### src/rtl/line_stream_formatter.sv
// Line stream formatter: clamps samples off the marker code, appends EOL marker + line number,
// optionally inserts SOF marker pairs, and buffers the result in a FIFO with backpressure.
module line_stream_formatter #(
   parameter int DATA_W = 16,
   parameter int DEPTH  = 64,
   parameter int SOF_EN = 1
) (
   input  logic              clk,
   input  logic              rst,
   input  logic              in_valid,
   input  logic [DATA_W-1:0] in_data,
   input  logic              in_sof,
   input  logic              out_ready,
   output logic              out_valid,
   output logic [DATA_W-1:0] out_data,
   output logic [DATA_W-1:0] line_count,
   output logic              overflow,
   output logic              proto_err,
   input  logic              flag_clr
);

   localparam int AW = $clog2(DEPTH);
   localparam logic [DATA_W-1:0] MARK    = {DATA_W{1'b1}};
   localparam logic [DATA_W-1:0] MARK_M1 = {{(DATA_W-1){1'b1}}, 1'b0};
   localparam logic [DATA_W-1:0] CNT_INC = {{(DATA_W-1){1'b0}}, 1'b1};
   localparam logic [AW-1:0]     PTR_ONE = {{(AW-1){1'b0}}, 1'b1};
   localparam logic [AW:0]       CNT_ONE = {{AW{1'b0}}, 1'b1};
   localparam logic [AW:0]       CNT_FULL = (AW+1)'(DEPTH);

   typedef enum logic [1:0] {
      S_IDLE,
      S_EOL_NUM,
      S_SOF2
   } state_t;

   state_t            r_state, w_state_next;
   logic              r_sof_pend, w_sof_pend_next;
   logic              r_prev_valid;
   logic              r_stg_valid, w_stg_valid_next;
   logic [DATA_W-1:0] r_stg_data, w_stg_data_next;
   logic [DATA_W-1:0] r_line_count, w_line_count_next;
   logic              r_overflow, r_proto_err;
   logic              w_busy, w_fall, w_accept, w_perr;
   logic [DATA_W-1:0] w_sample;

   logic [DATA_W-1:0] r_mem [DEPTH];
   logic [AW-1:0]     r_wr_ptr, r_rd_ptr;
   logic [AW:0]       r_count;
   logic              w_empty, w_full, w_rd, w_wr, w_drop;

   assign w_sample = (in_data == MARK) ? MARK_M1 : in_data;

   // History tracks accepted samples only, so a dropped stray sample never fakes a line end.
   always_comb begin
      w_busy            = (r_state != S_IDLE) || r_sof_pend;
      w_fall            = r_prev_valid && !in_valid;
      w_accept          = in_valid && !w_busy;
      w_perr            = in_valid && w_busy;
      w_state_next      = r_state;
      w_sof_pend_next   = r_sof_pend;
      w_stg_valid_next  = 1'b0;
      w_stg_data_next   = '0;
      w_line_count_next = r_line_count;
      case (r_state)
         S_IDLE: begin
            if (w_fall) begin
               w_stg_valid_next = 1'b1;
               w_stg_data_next  = MARK;
               w_state_next     = S_EOL_NUM;
               w_sof_pend_next  = r_sof_pend || in_sof;
            end else if (w_accept) begin
               w_stg_valid_next = 1'b1;
               w_stg_data_next  = w_sample;
               w_sof_pend_next  = in_sof;
            end else if (r_sof_pend || in_sof) begin
               w_sof_pend_next = 1'b0;
               if (SOF_EN != 0) begin
                  w_stg_valid_next = 1'b1;
                  w_stg_data_next  = MARK;
                  w_state_next     = S_SOF2;
               end else begin
                  w_line_count_next = '0;
               end
            end
         end
         S_EOL_NUM: begin
            w_stg_valid_next  = 1'b1;
            w_stg_data_next   = r_line_count;
            w_line_count_next = (r_line_count == MARK_M1) ? '0 : r_line_count + CNT_INC;
            w_state_next      = S_IDLE;
            w_sof_pend_next   = r_sof_pend || in_sof;
         end
         S_SOF2: begin
            w_stg_valid_next  = 1'b1;
            w_stg_data_next   = MARK;
            w_line_count_next = '0;
            w_state_next      = S_IDLE;
            w_sof_pend_next   = r_sof_pend || in_sof;
         end
         default: w_state_next = S_IDLE;
      endcase
   end

   always_ff @(posedge clk) begin
      if (rst) begin
         r_state      <= S_IDLE;
         r_sof_pend   <= 1'b0;
         r_prev_valid <= 1'b0;
         r_stg_valid  <= 1'b0;
         r_stg_data   <= '0;
         r_line_count <= '0;
      end else begin
         r_state      <= w_state_next;
         r_sof_pend   <= w_sof_pend_next;
         r_prev_valid <= w_accept;
         r_stg_valid  <= w_stg_valid_next;
         r_stg_data   <= w_stg_data_next;
         r_line_count <= w_line_count_next;
      end
   end

   // A read frees a slot in the same cycle, so a full FIFO with a read accepts the write.
   assign w_empty = (r_count == '0);
   assign w_full  = (r_count == CNT_FULL);
   assign w_rd    = !w_empty && out_ready;
   assign w_wr    = r_stg_valid && (!w_full || w_rd);
   assign w_drop  = r_stg_valid && w_full && !w_rd;

   always_ff @(posedge clk) begin
      if (w_wr) begin
         r_mem[r_wr_ptr] <= r_stg_data;
      end
   end

   always_ff @(posedge clk) begin
      if (rst) begin
         r_wr_ptr <= '0;
         r_rd_ptr <= '0;
         r_count  <= '0;
      end else begin
         if (w_wr) begin
            r_wr_ptr <= r_wr_ptr + PTR_ONE;
         end
         if (w_rd) begin
            r_rd_ptr <= r_rd_ptr + PTR_ONE;
         end
         if (w_wr && !w_rd) begin
            r_count <= r_count + CNT_ONE;
         end else if (!w_wr && w_rd) begin
            r_count <= r_count - CNT_ONE;
         end
      end
   end

   // Sticky flags: a new event in the same cycle as flag_clr keeps the flag set.
   always_ff @(posedge clk) begin
      if (rst) begin
         r_overflow  <= 1'b0;
         r_proto_err <= 1'b0;
      end else begin
         if (w_drop) begin
            r_overflow <= 1'b1;
         end else if (flag_clr) begin
            r_overflow <= 1'b0;
         end
         if (w_perr) begin
            r_proto_err <= 1'b1;
         end else if (flag_clr) begin
            r_proto_err <= 1'b0;
         end
      end
   end

   assign out_valid  = !w_empty;
   assign out_data   = w_empty ? '0 : r_mem[r_rd_ptr];
   assign line_count = r_line_count;
   assign overflow   = r_overflow;
   assign proto_err  = r_proto_err;

endmodule

### config.mk
export PLATFORM = sky130hd
export DESIGN_NAME = line_stream_formatter
export DESIGN_NICKNAME = d
export VERILOG_FILES = /design/src/rtl/line_stream_formatter.sv
export SDC_FILE = /design/constraint.sdc
export NUM_CORES = 1
export LEC_CHECK = 0
export CORE_MARGIN = 2
export CORE_UTILIZATION = 62
export CTS_BUF_LIST = sky130_fd_sc_hd__clkbuf_4 sky130_fd_sc_hd__clkbuf_8 sky130_fd_sc_hd__clkbuf_16
export DETAILED_ROUTE_END_ITERATION = 8
export GPL_ROUTABILITY_DRIVEN = 0
export HOLD_SLACK_MARGIN = 0.03
export PLACE_DENSITY = 0.79
export REMOVE_ABC_BUFFERS = 1
export SYNTH_ARGS = -nofsm -noshare
export SYNTH_HDL_FRONTEND = slang
export SYNTH_SLANG_ARGS = --single-unit
### constraint.sdc
create_clock -name clk -period 3.41 [get_ports clk]
set_input_delay 0.682 -clock clk [delete_from_list [all_inputs] [get_ports clk]]
set_output_delay 0.682 -clock clk [all_outputs]
set_load 0.02 [all_outputs]
After elaboration in Yosys (flattened, before gate mapping) --
Memories as Yosys holds them, arrays and structs flattened. A register that Yosys moved wholly into a read port is not among the register bits. Cells that the tools add are included. Widths: inputs -> output; s select.
Cells by class: add/sub/neg operators 5, multipliers 0, div/mod/pow operators 0, $lt $le $gt $ge 0, equality and inequality tests 7, shift-type cells 0, muxes and demuxes 28, bitwise logic cells 2, reductions and logical operators 33
Operators by type and width (number):
- $mux 16 | 6
- $pmux 16 s3 | 1
- $eq 16x16->1 const B | 2
- $pmux 16 s2 | 1
- $add 16x1->16 const B | 1
- $mux 1 | 14
- $mux 7 | 2
- $reduce_bool 2->1 | 7
- $add 6x1->6 const B | 2
- $mux 6 | 2
- $logic_and 1x1->1 | 9
- $add 7x1->7 const B | 1
- $eq 7x7->1 const B | 1
- $logic_not 7->1 | 1
- $sub 7x1->7 const B | 1
- $logic_not 1->1 | 6
- $reduce_and 2->1 | 3
- $ne 4x4->1 const B | 1
- $pmux 1 s2 | 2
- $reduce_or 2->1 | 2
- $logic_or 1x1->1 | 3
- $reduce_or 3->1 | 1
- $eq 2x1->1 const B | 1
- $eq 2x2->1 const B | 1
- other kinds (3) | 4
Word-level totals: flip-flop bits (word level) 58, latch bits 0, memory bits (writable) 1024, memory bits (read-only) 0, input port bits 22, logic and storage cells 88, memories 1
Memory list:
- r_mem | words 64, width 16, rd ports 1, clocked after memory_dff 1, wr ports 1, RTL line 46 | logic [DATA_W-1:0] r_mem [DEPTH];

Longest topological paths before layout --
Gate-level depths: netlist of run 1.
depth after elaboration 9, gate-level depth with buffers 14, depth with buffers taken out 13

Worst setup path before layout of run 1 --
No wires, ideal clock.
kind register to register, from register r_count[0], to register r_count[6], library setup time 128 ps, data arrival time 3182 ps, required time 3282 ps, slack 101 ps, stages on the path, launching flop included 15, path buffers 1, path through dfxtp_1 > nor4_1 > nand3b_1 > and2_1 > clkbuf_1 > inv_1 > ha_1 > inv_1 > fa_1 > a21o_1 > a21o_1 > a211o_1 > o211ai_1 > xnor2_1 > nor2_1
Between the ends: word-level cells in the longest chain between the ends 8
Ends and longest elaborated chain:
- start: declaration | RTL line 48 | logic [AW:0] r_count;
- start signal: assignment | RTL line 148 | r_count <= r_count + CNT_ONE;
- start signal: assignment | RTL line 150 | r_count <= r_count - CNT_ONE;
- $logic_not 7->1 (*) | RTL line 123 | assign w_empty = (r_count == '0);
- $logic_not 1->1 (*)
- named net out_valid | RTL line 14 | output logic out_valid,
- $logic_and 1x1->1 (*) | RTL line 125 | assign w_rd = !w_empty && out_ready;
- $logic_or 1x1->1 | RTL line 126 | assign w_wr = r_stg_valid && (!w_full || w_rd);
- $logic_and 1x1->1 | RTL line 126
- $logic_not 1->1 | RTL line 149 | end else if (!w_wr && w_rd) begin
- $logic_and 1x1->1 | RTL line 149
- $reduce_bool 2->1 (no line)
The timed path passes the listed nets; every way through them passes the cells marked *. The select of a mux whose other input is x is not followed. A chain may end at the register's enable or synchronous reset.

==> results of run 1 <==
sequential cells by signal (all words and copies together) (netlist names), named ones only:
| signal | flops |
|---|---|
| r_rd_ptr | 6 |
| r_count | 7 |
| r_state | 2 |
| r_wr_ptr | 6 |
| r_stg_data | 16 |
| line_count | 16 |
| r_prev_valid | 1 |
| r_stg_valid | 1 |
| r_mem | 1024 |
| proto_err | 1 |
| overflow | 1 |
| r_sof_pend | 1 |
per-layer routing:
| metal | up-vias | part of all wire (%) | global-route usage, % |
|---|---|---|---|
| li1 | 9091 | - | - |
| met2 | 1993 | 49 | 54.5 |
| met3 | 367 | 11 | 5.91 |
| met1 | 11900 | 34 | 45.8 |
| met4 | 2 | 4.9 | 13.3 |
| met5 | - | 0.010 | 0 |
area by class of cell:
class	count	area (um2)	area share, %
flip-flops and latches	1088	32100	62.9
multi-input cells	817	10000	19.7
repair buffers	348	4310	8.45
clock buffers	126	2840	5.58
well taps	873	1090	2.14
clock inverters	64	596	1.17
inverters	11	41.3	0.0810
diodes	1	2.50	0.00491
tightest hold or removal path, delay by kind of cell, from the launching register on:
family / cells / cell delay, ns
flops: 1 / 0.31
compound gates: 1 / 0.06
simple gates: 1 / 0.06
worst paths after layout:
path                        endpoint  slack, ns  cells past startpoint
min            overflow$_SDFFE_PP0P_       0.48                      2
max reg2reg  r_count[6]$_SDFFE_PP0P_       0.20                     14
min reg2reg    overflow$_SDFFE_PP0P_       0.48                      2
max                     out_data[14]      -0.46                     10
timing repair:
item / 4_1_cts / 5_1_grt
resized for setup: 188 / 58
hold buffers: 0 / 0
pin swaps: 18 / 26
gates cloned: 9 / 2
buffers inserted: 37 / 18
endpoints found under the setup margin: 16 / 17
hold endpoints to repair: 0 / 0
logic make-up (layout without fill, tap and decap cells):
kind of cell	count (synthesis)	in the layout
simple gates	251	251
flops	1088	1088
compound gates	194	194
xor+xnor	26	26
mux	331	331
other cells	0	1
buf+inv	122	549
fa+ha+maj	15	15
stage by stage:
step                      TNS (ns)  util (%)  total power [mW]
after global routing         -6.82      75.8              37.9
after global placement       -1.45      68.8              23.5
after detailed placement     -2.03      68.8              23.7
final                        -6.15      75.8              37.0
after CTS                    -6.20      75.4              36.5
after floorplan            -135.81         -              20.0
Yosys cell counts, drive strengths merged, types with 13 or more instances:
library cell	count
a21oi	69
o21ai	51
a211oi	16
nand2	36
mux2	21
ha	14
o22ai	21
nor2	126
dfxtp	64
clkbuf	44
mux2i	34
nand3	13
buf	67
mux4	276
xor2	13
nor2b	15
edfxtp	1024
xnor2	13
report_power, final:
group	leakage (nW)	switching [mW]	internal, mW
registers	9.85	0.721	15.3
clock network	1.72	5.00	6.70
logic	4.77	4.38	4.92
==> flow_summary_export.csv, run 1 <==
group,metric,value,unit
outcome,status,"finished with violations",
outcome,violations,"negative setup slack",
floorplanning,start_util,62.8,%
timing,finalCritPeriodShare,113,%
timing,report.final.slew_viol_count,0,
clock_network,cts_buffers,103,
timing,final.min_clock_period,3.87,ns
worst_setup_path,setup.worst_path.start_class,"flip-flop",
worst_setup_path,worstPathMaxFanout,7,
global_routing,antenna_found_initial,2,
synth,synthXorXnorAreaFrac,0.539,%
synth,async_flop_share,0,%
worst_setup_path,cp_cell_sequence,"buf_12 > buf_12 > mux4_2 > mux2_2 > o221ai_2 > o21ai_4 > nand2_2 > o21ai_0 > buf_4 > buf_4",
placed_design,dp_slack,-0.331,ns
route,drtIter0Drc,3701,
synth,synth_top_flop_cell,"edfxtp_1",
floorplanning,core_area,67300,um2
power_and_ir_drop,p_leak,16.3,nW
timing,slew_headroom,1.37,%
route,drc,0,
placed_design,placedCellCount,3080,
synth,synth_edf_count,1024,
worst_setup_path,r2r-start,"r_count[0]$_SDFFE_PP0P_",
global_routing,grt_max_degree,65,
worst_setup_path,worstPathArrival,3.18,ns
timing,fin_ws,-0.455,ns
cells_and_area,syn_to_final_growth,20.7,%
synth,synth_seq_cells,1088,
synth,syn_inst,2027,
floorplanning,rows,95,
cells_and_area,final_area,51000,um2
synth,yosys.area_share.simple,2.78,%
clock_network,cts.sinks,1088,
cells_and_area,final_common_cell,"edfxtp_1",
placed_design,port_buffers,56,
worst_setup_path,worstSetupPathType,"flip-flop to output port",
synth,yosysWarnings,0,
worst_setup_path,cp_slowest_stage_delay,0.50,ns
worst_setup_path,crit_slowest_cell,"mux4_2",
synth,synth_area,42200,um2
power_and_ir_drop,ir_drop,0.500,mV
synth,yosysTopAreaCell,"edfxtp_1",
placed_design,place_area,46300,um2
floorplanning,die_height,265,um
timing,rsz0062_at_grt,"yes",
synth,synth_top_area_share,72.8,%
worst_setup_path,crit_family,"multiplexers",
route,num_vias,23400,
cells_and_area,layout-drive-gt1-share,35.5,%
hold_path,hp-class,"flip-flop to flip-flop",
synth,yosysSeqAreaShare,75.8,%
timing,tightest_slew,1.48,ns
run,drv_cap,0,
floorplanning,die_area,70200,um2
cells_and_area,layout_common_cells,"edfxtp_1, mux4_2, buf_4",
global_routing,grt_pass1_vias,23500,
route,dr.pass1.iters,8,
timing,whs,0.480,ns
hold_path,min_from,"overflow$_SDFFE_PP0P_",
global_routing,overflow,0,
timing,fmax,0.259,GHz
synth,yosysUniqueCellTypes,54,
global_routing,track_usage,33.4,%
timing,report.final.hold_viol_count,0,
worst_setup_path,path_buf_inv,4,
route,routed_via_density,7.02,
clock_network,cts_root_buf,"clkbuf_16",
route,avgRoutedWirePerCell,34.7,um
clock_network,htree_levels,3,
route,ant_nets,0,
timing,finClkSkew,0.0372,ns
synth,synthTopCellsByArea,"edfxtp_1, mux4_2, dfxtp_1",
cells_and_area,nets,2406,
clock_network,tritoncts,"yes",
synth,synth.avg_cell_area,20.8,um2
synth,synth-compound-area-share,2.75,%
clock_network,ctsLongestPathBuffers,3,
cells_and_area,fill_cells,3357,
synth,synth_adder_area_share,0.462,%
route,drt_wl_total,115000,um
floorplanning,die_w,265,um
synth,synthMuxAreaShare,16.1,%
worst_setup_path,worstSetupEndpointType,"output port",
clock_network,clkSlewWorstSetupHoldPaths,0.06,ns
power_and_ir_drop,powerDensity,726,nW/um2
floorplanning,ioPinCount,57,
placed_design,place_hpwl,62100,um
synth,synth_top_family_by_area,"multiplexers",
global_routing,grt_pass1_wl,166000,um
timing,setup_viol,16,
worst_setup_path,critPathRequiredTime,2.73,ns
clock_network,clk_latency,0.68,ns
cells_and_area,layout.cells.non_filler,3328,
Note: power is estimated with default switching activity, not from simulation.
==> inputs of run 2 (changes only) <==
--- a/config.mk
+++ b/config.mk
@@ -6,12 +6,12 @@
 export NUM_CORES = 1
 export LEC_CHECK = 0
 export CORE_MARGIN = 2
-export CORE_UTILIZATION = 62
+export CORE_UTILIZATION = 56
 export CTS_BUF_LIST = sky130_fd_sc_hd__clkbuf_4 sky130_fd_sc_hd__clkbuf_8 sky130_fd_sc_hd__clkbuf_16
 export DETAILED_ROUTE_END_ITERATION = 8
 export GPL_ROUTABILITY_DRIVEN = 0
 export HOLD_SLACK_MARGIN = 0.03
-export PLACE_DENSITY = 0.79
+export PLACE_DENSITY = 0.75
 export REMOVE_ABC_BUFFERS = 1
 export SYNTH_ARGS = -nofsm -noshare
 export SYNTH_HDL_FRONTEND = slang
==> constraint.sdc (replaced) <==
create_clock -name clk -period 3.3 [get_ports clk]
set_input_delay 0.66 -clock clk [delete_from_list [all_inputs] [get_ports clk]]
set_output_delay 0.66 -clock clk [all_outputs]
set_load 0.02 [all_outputs]
==> run 2 against run 1 <==
The flow still finishes with violations (negative setup slack). Clock skew decreased by 0.0084 ns. First-iteration DRC count is 11% lower. Routed wire length down 3.3%. Sequential power is 3% higher. Worst hold slack gained 0.00064 ns. Die area rose by 11%. Via count is 0.89% lower. Critical path type unchanged. Largest cell class unchanged.
==> flow_summary_export.csv, run 2 (same netlist as run 1, synthesis figures left out) <==
group,metric,value,unit
clock_network,tritoncts,"yes",
worst_setup_path,critPathRequiredTime,2.64,ns
cells_and_area,fill_cells,4292,
cells_and_area,final_util,69.5,%
timing,fin_ws,-0.545,ns
placed_design,placedCellCount,3222,
power_and_ir_drop,p_leak,16.7,nW
floorplanning,die_area,77600,um2
placed_design,place_hpwl,62600,um
worst_setup_path,worstRegToRegCells,17,
cells_and_area,largest_reg_flops,1024,
worst_setup_path,crit_slowest_cell,"mux4_2",
worst_setup_path,path_buf_inv,4,
global_routing,grt_pass1_vias,23400,
global_routing,grt_max_degree,65,
timing,finalCritPeriodShare,117,%
worst_setup_path,r2r-start,"r_count[3]$_SDFFE_PP0P_",
route,avgRoutedWirePerCell,32.1,um
clock_network,cts_root_buf,"clkbuf_16",
worst_setup_path,worstSetupEndpointType,"output port",
cells_and_area,top_register,"r_mem",
worst_setup_path,critPathCapture,"out_data[5]",
clock_network,ctsLongestPathBuffers,3,
route,drc,0,
cells_and_area,multi_input_area,10100,um2
worst_setup_path,crit_family,"multiplexers",
placed_design,port_buffers,56,
cells_and_area,layout_common_cells,"edfxtp_1, mux4_2, buf_4",
worst_setup_path,cp_cell_sequence,"buf_12 > buf_12 > buf_16 > mux4_2 > mux4_2 > nor2b_1 > a221o_1 > buf_6",
hold_path,hp-class,"flip-flop to flip-flop",
placed_design,dp_slack,-0.584,ns
cells_and_area,syn_to_final_growth,22.6,%
route,routed_via_density,6.66,
timing,tightest_slew,1.36,ns
floorplanning,die_w,279,um
route,num_vias,23200,
global_routing,overflow,0,
cells_and_area,diodes,0,
clock_network,htree_levels,3,
power_and_ir_drop,ir_drop,0.618,mV
run,drv_cap,0,
timing,finClkSkew,0.0288,ns
worst_setup_path,worstSetupPathType,"flip-flop to output port",
floorplanning,rows,100,
cells_and_area,nets,2457,
floorplanning,ioPinCount,57,
outcome,status,"finished with violations",
route,dr.pass1.iters,7,
timing,fmax,0.260,GHz
floorplanning,die_height,279,um
route,drt_wl_total,112000,um
worst_setup_path,worstPathArrival,3.19,ns
power_and_ir_drop,fin_total_pwr,38.8,mW
cells_and_area,layout.cells.non_filler,3479,
global_routing,track_usage,28.9,%
route,drtIter0Drc,3303,
clock_network,hold_buffers,0,
timing,setup_viol,16,
global_routing,grt_pass1_wl,161000,um
clock_network,clk_latency,0.69,ns
floorplanning,core_area,74600,um2
route,ant_nets,0,
cells_and_area,final_common_cell,"edfxtp_1",
hold_path,min_from,"overflow$_SDFFE_PP0P_",
timing,slew_headroom,9.24,%
worst_setup_path,worstPathMaxFanout,8,
timing,final.min_clock_period,3.85,ns
worst_setup_path,reg2reg_to,"r_count[5]$_SDFFE_PP0P_",
cells_and_area,layout-drive-gt1-share,37.3,%
worst_setup_path,worst-path-stages,8,
clock_network,clkSlewWorstSetupHoldPaths,0.06,ns
timing,rsz0062_at_grt,"yes",
clock_network,cts.sinks,1088,
worst_setup_path,r2r_slack,0.17,ns
cells_and_area,seqCellArea,32100,um2
timing,report.final.hold_viol_count,0,
clock_network,cts_buffers,105,
worst_setup_path,setup.worst_path.start_class,"flip-flop",
floorplanning,start_util,56.6,%
hold_path,holdPathStages,2,
timing,report.final.slew_viol_count,0,
worst_setup_path,cp_slowest_stage_delay,0.51,ns
outcome,violations,"negative setup slack",
power_and_ir_drop,powerDensity,750,nW/um2
global_routing,antenna_found_initial,0,
[run 2: final cells by class]
class | instances | area share [%]
Sequential cell | 1088 | 61.9
Multi-Input combinational cell | 817 | 19.6
Timing Repair Buffer | 397 | 9.15
Clock buffer | 126 | 5.45
Tap cell | 969 | 2.34
Clock inverter | 71 | 1.50
Inverter | 11 | 0.0797
[run 2: how the worst min path moves through the flow]
stage	to	slack [ns]
after floorplan	overflow$_SDFFE_PP0P_	0.44
after global placement	overflow$_SDFFE_PP0P_	0.46
after detailed placement	overflow$_SDFFE_PP0P_	0.47
after CTS	overflow$_SDFFE_PP0P_	0.48
after global routing	proto_err$_SDFFE_PP0P_	0.51
final	overflow$_SDFFE_PP0P_	0.48
[run 2: worst register-to-register path, cell delays in order (launching register included)]
cell and delay (ns):
dfxtp_1 0.32, nor4_2 0.27, buf_4 0.16, nand3b_1 0.10, buf_6 0.16, buf_4 0.15
and2_1 0.18, inv_2 0.09, ha_4 0.14, inv_2 0.06, buf_4 0.12, ha_1 0.26
a21o_1 0.19, a21o_1 0.20, a21o_1 0.21, a21oi_2 0.16, or4_1 0.13, o211ai_1 0.09
[run 2: through the flow]
| stage | hold WS [ns] | TNS [ns] | cell area [um2] |
|---|---|---|---|
| floorplan | 0.445 | -137.22 | 41700 |
| global placement | 0.459 | -3.21 | 46700 |
| detailed placement | 0.469 | -3.85 | 46700 |
| CTS | 0.479 | -8.01 | 51400 |
| global route | 0.512 | -8.60 | 51800 |
| finish | 0.481 | -7.35 | 51800 |
[run 2: where the power goes]
part / switching [mW] / internal [mW] / total, mW
logic: 4.53 / 5.38 / 9.91
registers: 0.698 / 15.8 / 16.5
clock network: 5.26 / 7.17 / 12.4
[run 2: timing repair]
| item | 4_1_cts | 5_1_grt |
|---|---|---|
| hold endpoints to repair | 0 | 0 |
| buffers inserted | 40 | 22 |
| pin swaps | 29 | 27 |
| endpoints found under the setup margin | 17 | 20 |
| gates resized for setup | 201 | 92 |
| cloned | 11 | 0 |
[run 2: layer usage]
metal / vias to the layer above / global-route usage [%] / wire, um / part of all wire (%)
li1: 9199 / - / - / -
met1: 12100 / 39.7 / 41000 / 37
met2: 1584 / 47.3 / 55500 / 50
met3: 259 / 5.29 / 11200 / 10
met4: 0 / 10.2 / 3960 / 3.6
met5: - / 0 / 0 / 0
